`config.mk`:
```
export PLATFORM = sky130hd
export DESIGN_NAME = img_pkt_rx
export DESIGN_NICKNAME = d
export VERILOG_FILES = /design/src/rtl/img_pkt_rx.sv
export SDC_FILE = /design/constraint.sdc
export NUM_CORES = 1
export LEC_CHECK = 0
export CAP_MARGIN = 25
export CORE_AREA = 2 2 198 200
export CTS_CLUSTER_SIZE = 40
export DETAILED_ROUTE_END_ITERATION = 7
export DIE_AREA = 0 0 200 202
export GPL_TIMING_DRIVEN = 0
export SYNTH_ARGS = -nofsm -noshare
export SYNTH_HDL_FRONTEND = slang
export SYNTH_SLANG_ARGS = --single-unit
```
`constraint.sdc`:
```
create_clock -name i_clk_sys -period 6.45 [get_ports i_clk_sys]
set_input_delay 0.9675 -clock i_clk_sys [delete_from_list [all_inputs] [get_ports i_clk_sys]]
set_output_delay 0.9675 -clock i_clk_sys [all_outputs]
set_load 0.1 [all_outputs]
```
`src/rtl/img_pkt_rx.sv`:
```
// Framed image receiver: parses SOF/W/H header and checksummed pixel packets from UART bytes,
// writes assembled pixels to frame RAM and answers each header/packet with ACK or NAK.
module img_pkt_rx #(
    parameter int unsigned PIX_W       = 12,
    parameter int unsigned PKT_PIX     = 16,
    parameter int unsigned ADDR_W      = 16,
    parameter int unsigned MAX_PIX     = 40000,
    parameter int unsigned TIMEOUT_CYC = 5000000,
    parameter int unsigned MAX_RETRY   = 3,
    parameter logic [7:0]  SOF         = 8'hA5,
    parameter logic [7:0]  ACK         = 8'h06,
    parameter logic [7:0]  NAK         = 8'h15
) (
    input  logic              i_clk_sys,
    input  logic              i_rst_n,
    input  logic [7:0]        i_rx_data,
    input  logic              i_rx_done,
    input  logic              i_enable,
    output logic [7:0]        o_reply_data,
    output logic              o_reply_valid,
    output logic              o_wr_en,
    output logic [ADDR_W-1:0] o_wr_addr,
    output logic [PIX_W-1:0]  o_wr_data,
    output logic [7:0]        o_width,
    output logic [7:0]        o_height,
    output logic              o_busy,
    output logic              o_frame_done,
    output logic              o_error
);

    localparam int unsigned BPP   = (PIX_W + 7) / 8;
    localparam int unsigned SR_W  = BPP * 8;
    localparam int unsigned BC_W  = (BPP > 1) ? $clog2(BPP) : 1;
    localparam int unsigned TO_W  = $clog2(TIMEOUT_CYC + 1);
    localparam int unsigned RT_W  = $clog2(MAX_RETRY + 1);
    localparam int unsigned TOT_W = 16;

    typedef enum logic [2:0] {
        S_IDLE, S_HDR_W, S_HDR_H, S_HDR_CHK, S_PIX, S_CSUM
    } state_t;

    state_t            state_q, state_d;
    logic [7:0]        width_q, width_d, height_q, height_d;
    logic [7:0]        save_w_q, save_w_d, save_h_q, save_h_d;
    logic [TOT_W-1:0]  total_q, total_d;
    logic              hdr_ok_q, hdr_ok_d;
    logic [TOT_W-1:0]  addr_q, addr_d, base_q, base_d, pkt_cnt_q, pkt_cnt_d;
    logic [BC_W-1:0]   byte_cnt_q, byte_cnt_d;
    logic [RT_W-1:0]   retry_q, retry_d;
    logic [7:0]        csum_q, csum_d;
    logic [SR_W-1:0]   pix_sr_q, pix_sr_d;
    logic [TO_W-1:0]   to_cnt_q, to_cnt_d;
    logic [7:0]        reply_data_q, reply_data_d;
    logic              reply_valid_q, reply_valid_d;
    logic              wr_en_q, wr_en_d;
    logic [ADDR_W-1:0] wr_addr_q, wr_addr_d;
    logic [PIX_W-1:0]  wr_data_q, wr_data_d;
    logic              busy_q, busy_d;
    logic              frame_done_q, frame_done_d;
    logic              error_q, error_d;

    logic [SR_W-1:0]   shifted_c;
    logic [TOT_W-1:0]  total_c, remain_c, pkt_n_c;
    logic              hdr_bad_c, timeout_c;

    // State and datapath registers
    always_ff @(posedge i_clk_sys or negedge i_rst_n) begin
        if (!i_rst_n) begin
            state_q       <= S_IDLE;
            width_q       <= '0;
            height_q      <= '0;
            save_w_q      <= '0;
            save_h_q      <= '0;
            total_q       <= '0;
            hdr_ok_q      <= 1'b0;
            addr_q        <= '0;
            base_q        <= '0;
            pkt_cnt_q     <= '0;
            byte_cnt_q    <= '0;
            retry_q       <= '0;
            csum_q        <= '0;
            pix_sr_q      <= '0;
            to_cnt_q      <= '0;
            reply_data_q  <= '0;
            reply_valid_q <= 1'b0;
            wr_en_q       <= 1'b0;
            wr_addr_q     <= '0;
            wr_data_q     <= '0;
            busy_q        <= 1'b0;
            frame_done_q  <= 1'b0;
            error_q       <= 1'b0;
        end else begin
            state_q       <= state_d;
            width_q       <= width_d;
            height_q      <= height_d;
            save_w_q      <= save_w_d;
            save_h_q      <= save_h_d;
            total_q       <= total_d;
            hdr_ok_q      <= hdr_ok_d;
            addr_q        <= addr_d;
            base_q        <= base_d;
            pkt_cnt_q     <= pkt_cnt_d;
            byte_cnt_q    <= byte_cnt_d;
            retry_q       <= retry_d;
            csum_q        <= csum_d;
            pix_sr_q      <= pix_sr_d;
            to_cnt_q      <= to_cnt_d;
            reply_data_q  <= reply_data_d;
            reply_valid_q <= reply_valid_d;
            wr_en_q       <= wr_en_d;
            wr_addr_q     <= wr_addr_d;
            wr_data_q     <= wr_data_d;
            busy_q        <= busy_d;
            frame_done_q  <= frame_done_d;
            error_q       <= error_d;
        end
    end

    // Next-state, datapath and output decode
    always_comb begin
        state_d       = state_q;
        width_d       = width_q;
        height_d      = height_q;
        save_w_d      = save_w_q;
        save_h_d      = save_h_q;
        total_d       = total_q;
        hdr_ok_d      = hdr_ok_q;
        addr_d        = addr_q;
        base_d        = base_q;
        pkt_cnt_d     = pkt_cnt_q;
        byte_cnt_d    = byte_cnt_q;
        retry_d       = retry_q;
        csum_d        = csum_q;
        pix_sr_d      = pix_sr_q;
        to_cnt_d      = '0;
        reply_data_d  = reply_data_q;
        reply_valid_d = 1'b0;
        wr_en_d       = 1'b0;
        wr_addr_d     = wr_addr_q;
        wr_data_d     = wr_data_q;
        frame_done_d  = 1'b0;
        error_d       = 1'b0;

        shifted_c = (pix_sr_q << 8) | SR_W'(i_rx_data);
        total_c   = TOT_W'(width_q) * TOT_W'(i_rx_data);
        hdr_bad_c = (total_c == '0) || (32'(total_c) > 32'(MAX_PIX));
        remain_c  = total_q - base_q;
        pkt_n_c   = (remain_c < TOT_W'(PKT_PIX)) ? remain_c : TOT_W'(PKT_PIX);
        timeout_c = (to_cnt_q == TO_W'(TIMEOUT_CYC - 1)) && !i_rx_done;

        if (state_q != S_IDLE) begin
            to_cnt_d = i_rx_done ? '0 : to_cnt_q + TO_W'(1);
        end

        case (state_q)
            S_IDLE: begin
                if (i_enable && i_rx_done && (i_rx_data == SOF)) begin
                    save_w_d = width_q;
                    save_h_d = height_q;
                    state_d  = S_HDR_W;
                end
            end
            S_HDR_W: begin
                if (i_rx_done) begin
                    width_d = i_rx_data;
                    state_d = S_HDR_H;
                end
            end
            S_HDR_H: begin
                // Header verdict is decided on the height byte so the reply lands one cycle later
                if (i_rx_done) begin
                    height_d      = i_rx_data;
                    total_d       = total_c;
                    hdr_ok_d      = !hdr_bad_c;
                    reply_valid_d = 1'b1;
                    reply_data_d  = hdr_bad_c ? NAK : ACK;
                    state_d       = S_HDR_CHK;
                end
            end
            S_HDR_CHK: begin
                if (hdr_ok_q) begin
                    addr_d     = '0;
                    base_d     = '0;
                    retry_d    = '0;
                    csum_d     = '0;
                    pkt_cnt_d  = '0;
                    byte_cnt_d = '0;
                    state_d    = S_PIX;
                end else begin
                    width_d  = save_w_q;
                    height_d = save_h_q;
                    state_d  = S_IDLE;
                end
            end
            S_PIX: begin
                if (i_rx_done) begin
                    csum_d   = csum_q + i_rx_data;
                    pix_sr_d = shifted_c;
                    if (byte_cnt_q == BC_W'(BPP - 1)) begin
                        byte_cnt_d = '0;
                        wr_en_d    = 1'b1;
                        wr_addr_d  = ADDR_W'(addr_q);
                        wr_data_d  = PIX_W'(shifted_c);
                        addr_d     = addr_q + TOT_W'(1);
                        pkt_cnt_d  = pkt_cnt_q + TOT_W'(1);
                        if ((pkt_cnt_q + TOT_W'(1)) == pkt_n_c) begin
                            state_d = S_CSUM;
                        end
                    end else begin
                        byte_cnt_d = byte_cnt_q + BC_W'(1);
                    end
                end
            end
            S_CSUM: begin
                if (i_rx_done) begin
                    csum_d     = '0;
                    pkt_cnt_d  = '0;
                    byte_cnt_d = '0;
                    if (i_rx_data == csum_q) begin
                        reply_valid_d = 1'b1;
                        reply_data_d  = ACK;
                        base_d        = addr_q;
                        retry_d       = '0;
                        if (addr_q == total_q) begin
                            frame_done_d = 1'b1;
                            state_d      = S_IDLE;
                        end else begin
                            state_d = S_PIX;
                        end
                    end else begin
                        // Rewind to the packet start; the final allowed failure aborts silently
                        addr_d = base_q;
                        if ((retry_q + RT_W'(1)) == RT_W'(MAX_RETRY)) begin
                            retry_d = '0;
                            error_d = 1'b1;
                            state_d = S_IDLE;
                        end else begin
                            retry_d       = retry_q + RT_W'(1);
                            reply_valid_d = 1'b1;
                            reply_data_d  = NAK;
                            state_d       = S_PIX;
                        end
                    end
                end
            end
            default: state_d = S_IDLE;
        endcase

        // Timeout or disable mid-frame aborts without a reply
        if ((state_q != S_IDLE) && (!i_enable || timeout_c)) begin
            state_d       = S_IDLE;
            error_d       = 1'b1;
            reply_valid_d = 1'b0;
            frame_done_d  = 1'b0;
            wr_en_d       = 1'b0;
            to_cnt_d      = '0;
            csum_d        = '0;
            pkt_cnt_d     = '0;
            byte_cnt_d    = '0;
            retry_d       = '0;
        end

        busy_d = (state_d != S_IDLE);
    end

    assign o_reply_data  = reply_data_q;
    assign o_reply_valid = reply_valid_q;
    assign o_wr_en       = wr_en_q;
    assign o_wr_addr     = wr_addr_q;
    assign o_wr_data     = wr_data_q;
    assign o_width       = width_q;
    assign o_height      = height_q;
    assign o_busy        = busy_q;
    assign o_frame_done  = frame_done_q;
    assign o_error       = error_q;

endmodule
```
==> impl_metrics.json <==
{
  "outcome": "finished, final reports clean",
  "gp_congestion": 0.834,
  "start_util_pct": 30.6,
  "ys_async_sr_fraction_pct": 100,
  "worstSetupEndpointType": "flop",
  "setup_tns_ns": 0,
  "dieArea_mm2": 0.0404,
  "dpl.hpwl_um": 22700,
  "p_sw_share_pct": 32.8,
  "final_common_cell": "dfrtp_1",
  "hold_class": "reg -> reg",
  "yosys_warnings": 0,
  "row_count": 72,
  "synth_edf_count": 0,
  "cap_violations": 0,
  "power_density_mw_per_mm2": 190,
  "gr-total-overflow": 0,
  "fp.dieW_um": 200,
  "syn_area_mm2": 0.0117,
  "worstPathRequired_ns": 6.74,
  "combPwrFrac_pct": 15.4,
  "rsz0062_at_grt": "false",
  "worst_pin_slew_ns": 1.07,
  "vias": 9386,
  "crit_slowest_cell": "clkdlybuf4s50_1",
  "finalCritPeriodShare_pct": 94.2,
  "stdcell_area_mm2": 0.0137,
  "nets": 1459,
  "hold_depth": 1,
  "grt_pass1_wl_um": 50800,
  "path_max_fanout": 10,
  "max_slew_margin_pct": 28.0,
  "first_global_vias": 9600,
  "internal-power_mw": 1.75,
  "layout_min_cycle_time_ns": 6.08,
  "clock_latency_ns": 0.45,
  "syn_avg_cell_area_um2": 9.29,
  "die_y_um": 202,
  "post_cts_resized": 0,
  "ys_ff_latch": 174,
  "drive_gt1_share_pct": 9.85,
  "post-route-drc-count": 0,
  "fillers": 3897,
  "dr.pass1.iters": 6,
  "slowest_delay_ns": 0.61,
  "r2r-end": "o_reply_data[0]",
  "worstRegToRegCells": 19,
  "cts-buffers-inserted": 17,
  "finalHoldViolations": 0,
  "clkPwrFrac_pct": 40.3,
  "r2r_setup_slack_ns": 0.87,
  "antenna_found_initial": 0,
  "path_common_cell": "fa_1",
  "cp-start-kind": "input port",
  "switching_power_mw": 0.853,
  "setup_viol": 0,
  "cp_top_family": "adder cells",
  "synth-main-ff-cell": "dfrtp_1",
  "yosysUniqueCellTypes": 88,
  "min_from": "o_reply_data[2]",
  "grt_max_degree": 105,
  "htreeDepth": 4,
  "ant_nets": 0,
  "clkSinkCount": 174,
  "min_to": "o_reply_data[2]",
  "path_buf_inv": 5,
  "routed_wl_um": 30700,
  "ios": 69,
  "viasPerCell": 5.00,
  "final_cell_mix": "dfrtp_1 (174), nand2_1 (145), nor2_1 (94), inv_1 (89), o21ai_0 (85)",
  "cp.arrival_ns": 6.37,
  "p_leak_nw": 6.33,
  "placed_area_mm2": 0.0130,
  "clockBufferDepth": 2,
  "cts_setup_buffers": 0,
  "cts_tree": "done",
  "p_seq_share_pct": 44.3,
  "syn_inst": 1261,
  "fin_skew_ns": 0.0170,
  "critPathKind": "in -> reg",
  "antenna_cells": 0,
  "ys_seq_area_share_pct": 37.2,
  "root_buffer": "clkbuf_16",
  "wl_per_cell_um": 16.3,
  "path_cells": "clkdlybuf4s50_1 > clkbuf_2 > nand2_1 > fa_1 > inv_1 > fa_1 > inv_1 > fa_1 > fa_1 > inv_1 > ha_1 > or4_4 > nor2_1 > o21ai_1 > nand2_2 > a21oi_1 > o211ai_1 > a2111oi_4 > a211oi_2 > nor3_1",
  "fmax_mhz": 165,
  "placeableCoreArea_mm2": 0.0383,
  "hold_buffers": 0,
  "io_buffer_count": 64,
  "track_usage_pct": 15.8,
  "area_growth_pct": 16.6,
  "drt_iter0_markers": 722,
  "r2r_start": "o_width[5]",
  "clk_pin_slew_ns": 0.08,
  "slew_violations": 0,
  "vdd_drop_max_uv": 226
}
logic make-up (layout without fill, tap and decap cells):
kind of cell,Yosys count,count (layout),synth area share (%)
mux,60,60,5.66
simple gates,428,428,18.2
buf+inv,162,259,5.61
flops,174,174,37.2
xor+xnor,74,74,5.53
fa+ha+maj,99,99,13.0
other cells,1,4,0.0320
compound gates,263,263,14.8
state kept, by name (all words and copies together) (netlist names), 2 cells and up:
name,cells
pix_sr_q,4
o_height,8
save_w_q,8
addr_q,16
save_h_q,8
o_wr_data,12
retry_q,2
o_wr_addr,16
o_reply_data,3
state_q,3
base_q,16
total_q,16
csum_q,8
to_cnt_q,23
pkt_cnt_q,16
o_width,8
power by group through the flow:
| stage | combinational [mW] | sequential [mW] | clock [mW] |
|---|---|---|---|
| global placement | 0.398 | 1.17 | 0 |
| floorplan | 0.0968 | 1.35 | 0 |
| global route | 0.422 | 1.16 | 1.11 |
| finish | 0.401 | 1.15 | 1.05 |
| CTS | 0.404 | 1.15 | 1.07 |
| detailed placement | 0.402 | 1.17 | 0 |
routing by layer:
| metal | vias up | share of wire, % | track usage (%) | wire length [um] |
|---|---|---|---|---|
| li1 | 4505 | - | - | - |
| met4 | 0 | 0.91 | 3.28 | 278 |
| met2 | 188 | 49 | 26.6 | 15000 |
| met3 | 25 | 3.5 | 2.32 | 1070 |
| met5 | - | 0 | 0 | 0 |
| met1 | 4668 | 47 | 21.3 | 14300 |
cells in the mapped netlist (17+ instances only):
cell type,count,area [um2]
nand3_1,26,130
inv_1,89,334
dfrtp_1,174,4350
xnor2_1,36,315
a21oi_1,48,240
and2_1,45,282
fa_1,38,761
ha_1,61,763
nand2_1,145,544
and3_1,17,106
nor2_1,94,353
clkbuf_1,55,206
o21ai_0,85,425
mux2_2,50,563
xor2_1,38,333
nor3_1,24,120
layout make-up:
type / count / area (um2) / share of cell area [%]
buffer: 71 / 325 / 2.38
inverter: 91 / 342 / 2.50
clock buffer: 17 / 425 / 3.11
clock inverter: 15 / 171 / 1.25
sequential: 174 / 4350 / 31.9
timing repair buffer: 65 / 673 / 4.93
multi-input combinational: 928 / 6720 / 49.2
tap: 518 / 648 / 4.74
metrics by stage:
stage	std cells	worst slack, ns	util (%)	hold WS, ns	power [mW]
finish	1879	0.374	35.7	0.474	2.60
global route	1879	0.0304	35.7	0.505	2.69
CTS	1879	0.0337	35.6	0.476	2.62
detailed placement	1847	-0.407	34.1	0.457	1.57
global placement	1846	-3.11	34.0	0.450	1.57
floorplan	1264	0.817	-	0.442	1.45
worst max path at each step:
stage	start	cells past startpoint	slack [ns]	to
floorplan	o_width[2]	18	0.82	o_reply_data[1]
global placement	i_rst_n	1	-3.11	o_wr_addr[0]
detailed placement	i_rx_data[7]	20	-0.41	o_reply_data[1]
CTS	i_rx_data[7]	20	0.03	o_reply_data[1]
global route	i_rx_data[7]	20	0.03	o_reply_data[1]
finish	i_rx_data[3]	20	0.37	o_reply_data[0]
Note: power is estimated with default switching activity, not from simulation.
